## src/rtl/mem_line_requester.sv

```systemverilog
// Cache-line miss requester: optional dirty-victim writeback, then a line fill, then a one-cycle response.
// Define MEM_REQ_STATS_EN to add the fill_count / wb_count statistics outputs.
module mem_line_requester #(
    parameter int unsigned MEM_LATENCY = 4
) (
    input  logic         clk,
    input  logic         reset,
    input  logic         req_valid,
    output logic         req_ready,
    input  logic [25:0]  req_addr,
    input  logic         req_evict,
    input  logic [25:0]  evict_addr,
    input  logic [127:0] evict_data,
    output logic         resp_valid,
    output logic [25:0]  resp_addr,
    output logic [127:0] resp_data,
    output logic [25:0]  mem_addr,
    output logic [127:0] mem_wdata,
    output logic         mem_we,
    input  logic [127:0] mem_rdata,
    output logic         busy
`ifdef MEM_REQ_STATS_EN
    ,
    output logic [15:0]  fill_count,
    output logic [15:0]  wb_count
`endif
);

    localparam int AW = 26;
    localparam int DW = 128;
    localparam int CW = 8;
    localparam logic [CW-1:0] CNT_LOAD = CW'(MEM_LATENCY - 1);

    typedef enum logic [1:0] {IDLE, WB, FILL, RESP} state_t;

    typedef struct packed {
        logic [AW-1:0] addr;
        logic          evict;
        logic [AW-1:0] eaddr;
        logic [DW-1:0] edata;
    } req_t;

    state_t        state, state_n;
    logic [CW-1:0] cnt, cnt_n;
    req_t          cap, cap_n;

    logic          req_ready_n;
    logic          resp_valid_n;
    logic [AW-1:0] resp_addr_n;
    logic [DW-1:0] resp_data_n;
    logic [AW-1:0] mem_addr_n;
    logic [DW-1:0] mem_wdata_n;
    logic          mem_we_n;
    logic          busy_n;

    // Every output is computed one cycle ahead so the RAM sees registered address/data.
    always_comb begin
        state_n      = state;
        cnt_n        = cnt;
        cap_n        = cap;
        req_ready_n  = 1'b0;
        resp_valid_n = 1'b0;
        resp_addr_n  = resp_addr;
        resp_data_n  = resp_data;
        mem_addr_n   = '0;
        mem_wdata_n  = '0;
        mem_we_n     = 1'b0;

        case (state)
            IDLE: begin
                req_ready_n = 1'b1;
                if (req_valid && req_ready) begin
                    cap_n.addr  = req_addr;
                    cap_n.evict = req_evict;
                    cap_n.eaddr = evict_addr;
                    cap_n.edata = evict_data;
                    cnt_n       = CNT_LOAD;
                    req_ready_n = 1'b0;
                    if (req_evict) begin
                        state_n     = WB;
                        mem_addr_n  = evict_addr;
                        mem_wdata_n = evict_data;
                        mem_we_n    = 1'b1;
                    end else begin
                        state_n    = FILL;
                        mem_addr_n = req_addr;
                    end
                end
            end
            WB: begin
                if (cnt == '0) begin
                    state_n    = FILL;
                    cnt_n      = CNT_LOAD;
                    mem_addr_n = cap.addr;
                end else begin
                    cnt_n       = cnt - 1'b1;
                    mem_addr_n  = cap.eaddr;
                    mem_wdata_n = cap.edata;
                    mem_we_n    = 1'b1;
                end
            end
            FILL: begin
                if (cnt == '0) begin
                    state_n      = RESP;
                    resp_valid_n = 1'b1;
                    resp_addr_n  = cap.addr;
                    resp_data_n  = mem_rdata;
                end else begin
                    cnt_n      = cnt - 1'b1;
                    mem_addr_n = cap.addr;
                end
            end
            RESP: begin
                state_n     = IDLE;
                req_ready_n = 1'b1;
            end
            default: begin
                state_n     = IDLE;
                req_ready_n = 1'b1;
            end
        endcase

        busy_n = (state_n != IDLE);
    end

    always_ff @(posedge clk) begin
        if (!reset) begin
            state      <= IDLE;
            cnt        <= '0;
            cap        <= '0;
            req_ready  <= 1'b1;
            resp_valid <= 1'b0;
            resp_addr  <= '0;
            resp_data  <= '0;
            mem_addr   <= '0;
            mem_wdata  <= '0;
            mem_we     <= 1'b0;
            busy       <= 1'b0;
        end else begin
            state      <= state_n;
            cnt        <= cnt_n;
            cap        <= cap_n;
            req_ready  <= req_ready_n;
            resp_valid <= resp_valid_n;
            resp_addr  <= resp_addr_n;
            resp_data  <= resp_data_n;
            mem_addr   <= mem_addr_n;
            mem_wdata  <= mem_wdata_n;
            mem_we     <= mem_we_n;
            busy       <= busy_n;
        end
    end

`ifdef MEM_REQ_STATS_EN
    logic fill_done, wb_done;
    assign fill_done = (state == FILL) && (cnt == '0);
    assign wb_done   = (state == WB) && (cnt == '0);

    // Counters wrap naturally at 16 bits.
    always_ff @(posedge clk) begin
        if (!reset) begin
            fill_count <= '0;
            wb_count   <= '0;
        end else begin
            if (fill_done) fill_count <= fill_count + 16'd1;
            if (wb_done)   wb_count   <= wb_count + 16'd1;
        end
    end
`endif

endmodule

```

## config.mk

```make
export PLATFORM = sky130hd
export DESIGN_NAME = mem_line_requester
export DESIGN_NICKNAME = d
export VERILOG_FILES = /design/src/rtl/mem_line_requester.sv
export SDC_FILE = /design/constraint.sdc
export NUM_CORES = 1
export LEC_CHECK = 0
export CORE_AREA = 2 2 244 246
export CTS_CLUSTER_DIAMETER = 200
export DETAILED_ROUTE_END_ITERATION = 6
export DIE_AREA = 0 0 246 248
export PLACE_DENSITY = 0.61
export SLEW_MARGIN = 40
export SYNTH_ARGS = -nofsm -noshare
export SYNTH_HDL_FRONTEND = slang
export SYNTH_SLANG_ARGS = --single-unit
export TNS_END_PERCENT = 30
```

## constraint.sdc

```tcl
create_clock -name clk -period 2.1 [get_ports clk]
set_input_delay 0.42 -clock clk [delete_from_list [all_inputs] [get_ports clk]]
set_output_delay 0.42 -clock clk [all_outputs]
set_load 0.005 [all_outputs]
```

* Yosys cells after proc, flatten, opt, wreduce, memory -nomap -nowiden *
Index checks and enable logic that the tools add are counted.
W data, S select, Z words.

operators by class
  reductions and logical operators = 9
  muxes and demuxes = 25
  equality and inequality tests = 5
  $add $sub $neg = 1

operator list
  operator               count
  $mux W128              3
  $pmux W128 S2          1
  $mux W26               4
  $pmux W26 S3           1
  $mux W8                3
  $pmux W8 S3            1
  $logic_not A8 Y1       1
  $mux W2                4
  $pmux W2 S4            1
  $sub A8 B1 Y8 const B  1
  $reduce_and A2 Y1      3
  $mux W1                5
  $eq A2 B2 Y1 const B   2
  $ne A2 B2 Y1 const B   2
  $pmux W1 S2            2
  $reduce_and A3 Y1      1
  $reduce_bool A3 Y1     1
  $eq A2 B1 Y1 const B   1
  $logic_not A2 Y1       1
  $reduce_bool A2 Y1     1
  $logic_and A1 B1 Y1    1

storage, ports and cells
  logic and storage cells = 53
  bits in registers = 502
  output and inout port bits = 312
  bits of input ports = 312

* Longest topological paths before layout *
  depth after elaboration = 4
  gate-level depth with buffers = 10
  depth with buffers taken out = 6

* Worst setup path before layout *
Ideal clock, no wire load.

  path type = reg-to-reg
  start = register state[0]
  end = register cnt[4]
  buffers on the path = 2
  data required time = 2,027 ps
  period minus slack after synthesis = 1,972 ps
  stages on the path, launching flop included = 9
  setup slack = 128 ps
  arrival time = 1,899 ps
  library setup time = 73 ps
  path through = dfxtp_1 -> inv_1 -> ha_1 -> buf_2 -> a21boi_4 -> or2_2 -> clkbuf_1 -> or4_1 -> a21oi_1

on the way
  cells in the longest elaborated chain, start to end = 3
  elaborated cells between the ends (all ways) = 8
  classes of those cells = 4 x eq/ne; 1 x mux; 3 x reduce/logical

ends and longest elaborated chain
  element                                                              line  RTL
  start, declared                                                      43    state_t state, state_n;
  start signal, assigned                                               140   state <= state_n;
  $eq A2 B2 Y1 (tied with other cells)                                 69    case (state)
  $ne A2 B2 Y1 (no source line) or $reduce_bool A3 Y1 (tied branches)  n/a
  $reduce_and A3 Y1 (no source line)                                   n/a
  end signal, assigned                                                 141   cnt <= cnt_n;
  end, declared                                                        44    logic [CW-1:0] cnt, cnt_n;

Several ways; a longest one is shown, not always the timed one.
A chain may end at the register's enable or synchronous reset.

* Worst setup path in the final report *
  start = register resp_data[117]
  end = output port resp_data[117]

RTL lines
  element                 line  RTL
  start, declared         16    output logic [127:0] resp_data,
  start signal, assigned  146   resp_data <= resp_data_n;

No word-level cell between the ends.

==> reports/results.ini <==
[critical_path]
rrSetupSlack_ns = 0.11
cp.depth = 1
crit_path_start_kind = flip-flop
crit_buf_inv = 1
end_kind = output pin
worst_ep_required_time_ns = 1.68
path_cells = clkdlybuf4s50_1
cp_slowest_cell = clkdlybuf4s50_1
r2r_start = state[0]
path_max_fanout = 2
path_class = flip-flop to output pin
crit_start = resp_data[117]
critical_path_arrival_ns = 1.60
regToRegEndpoint = mem_wdata[33]
reg2reg_depth = 6
crit_end = resp_data[117]
cpLargestDelayFamily = buffers and inverters
critPathMaxStageDelay_ns = 0.67

[global_route]
grt-ovfl-total = 0
grt_pass1_vias = 15900
grt_pass1_wl_mm = 92.3
grt_max_degree = 57
grt_usage_pct = 19.2
antenna_found_initial = 8

[synthesis]
syn_inst = 2144
synth_compound_area_share_pct = 18.2
synth_fa_ha_area_share_pct = 0.425
synth_cell_types = 39
yosysTopAreaCellShare_pct = 56.9
synth-edff-count = 0
seq_area_frac_synth_pct = 56.9
postSynthAreaPerCell_um2 = 8.24
synth.mux.area_fraction_pct = 1.47
synth_nets = 2462
synth_ff_type = dfxtp_1
synth-xor-area-share_pct = 0.0496
synth_top_family_by_area = simple AND/OR/NAND/NOR gates
syn-cell-area_mm2 = 0.0177
synth_area_leader_cell = dfxtp_1
yosysWarnings = 0
synth-simple-area-share_pct = 18.9
synthTopCellsByArea = dfxtp_1, nand2_1, a21oi_1
ys_ff_latch = 502
async_reset_ff_share_pct = 0

[power]
total_power_mw = 31.3
ir_drop_v = 0.000712
p_leak_nw = 9.53
power_density_mw_per_mm2 = 1160

[clock_tree]
cts_resized = 2
clock_path_buffers = 3
post-cts-setup-buffers = 0
clk_pin_slew_ns = 0.06
root_buffer = clkbuf_16
clock_latency_ns = 0.63
cts_max_level = 2
cts.sinks = 502
ctsHoldBuffers = 0
cts_tree = yes
cts_inserted_buffers = 55

[detailed_routing]
first_pass_iters = 5
initialDrtViolationCount = 774
wl_per_cell_um = 17.6
viasPerCell = 4.75
totalWireLength_mm = 62.7
vias = 16900
ant_nets = 0
drc = 0

[min_path]
hold_depth = 3
hp-class = input port to flip-flop

[floorplan]
die-area_mm2 = 0.0610
initial_utilization_pct = 30.2
die_w_um = 246
core_mm2 = 0.0585
die_h_um = 248
row_count = 89
io_pins = 624

[placed_design]
dp_cells = 3447
place_congestion = 0.815
port_buffers = 623
placed_cell_area_mm2 = 0.0253
dp_hpwl_mm = 44.2

[final_layout]
utilization_pct = 46.3
fin_nets = 3049
fin_area_mm2 = 0.0271
most-common-layout-cells = nand2_1, clkdlybuf4s50_1, dfxtp_1
fillers = 5571
drive_gt1_share_pct = 6.34
multiInputGateArea_mm2 = 0.00697
fin_cells = 3552
seq_area_mm2 = 0.0100
final_common_cell = nand2_1
area_delta_synth_final_pct = 53.4

[timing]
fmax_mhz = 494
period_needed_ns = 2.02
rsz0062_at_grt = false
hold-worst-slack_ns = 0.351
setup_viol = 0
finalHoldViolCount = 0
slew_viol_final = 0
fin_worst_skew_ns = 0.0447
worst_slew_pin_slew_ns = 0.658
slew_headroom_pct = 55.9
finalCritPeriodShare_pct = 96.4

[outcome]
status = completed

[job]
max_cap_viol_count = 0

sequential cells by signal, summed over array words and instances (netlist names):
signal and cells:
cnt 8, busy 1, mem_addr 26, resp_data 128, mem_we 1, mem_wdata 128, resp_valid 1, cap 180
req_ready 1, resp_addr 26, state 2
per-layer routing:
layer	part of all wire, %	wire, um	GRT usage (%)	vias to the layer above
li1	-	-	-	8290
met1	41	25700	23.7	7956
met2	49	30900	32.7	515
met3	7.0	4360	4.88	111
met4	2.7	1700	6.54	8
met5	0.091	57	0	-
worst min-delay path by stage:
stage                        from            end  slack [ns]
global route        mem_rdata[90]  resp_data[90]        0.33
detailed placement  resp_data[31]  resp_data[31]        0.45
global placement         cap[103]       cap[103]        0.44
CTS                 mem_rdata[90]  resp_data[90]        0.31
floorplan                cap[128]       cap[128]        0.44
finish              mem_rdata[90]  resp_data[90]        0.35
cells in the mapped netlist, types with 4 or more instances:
library cell,number
or4_1,4
inv_1,6
nor2_1,164
and2_1,4
a21oi_1,393
buf_1,6
or3_1,5
a22oi_1,128
clkbuf_1,133
mux2i_1,26
ha_1,6
o21ai_0,31
buf_2,31
dfxtp_1,502
nand2_1,672
final cells by class:
type                    count  area share [%]
flip-flops and latches    502            37.1
repair buffers            702            26.8
multi-input cells        1463            25.7
clock buffers              90            6.05
well taps                 773            3.57
clock inverters            10           0.536
inverters                   7           0.125
diodes                      5          0.0462
per-stage QoR:
step	setup slack [ns]	setup TNS, ns
final	0.0761	0
after global routing	0.00166	0
after CTS	0.0374	0
after detailed placement	-0.151	-13.59
after global placement	-0.0966	-7.10
after floorplan	0.128	0
report_power, final:
group          leakage, nW  internal (mW)  switching [mW]
logic                 4.60           4.54            5.30
clock network        0.860           5.56            3.94
registers             4.08           11.2           0.855
cell families (layout without fill, tap and decap cells):
| logic type | count (synthesis) | after routing |
|---|---|---|
| flip-flops | 502 | 502 |
| multiplexers | 26 | 26 |
| AND/OR/NAND/NOR | 863 | 863 |
| AO/OA/AOI/OAI | 567 | 567 |
| other | 0 | 5 |
| buffers and inverters | 179 | 809 |
| adder cells (fa/ha/maj) | 6 | 6 |
| XOR/XNOR | 1 | 1 |
(Power assumes the default switching activity.)
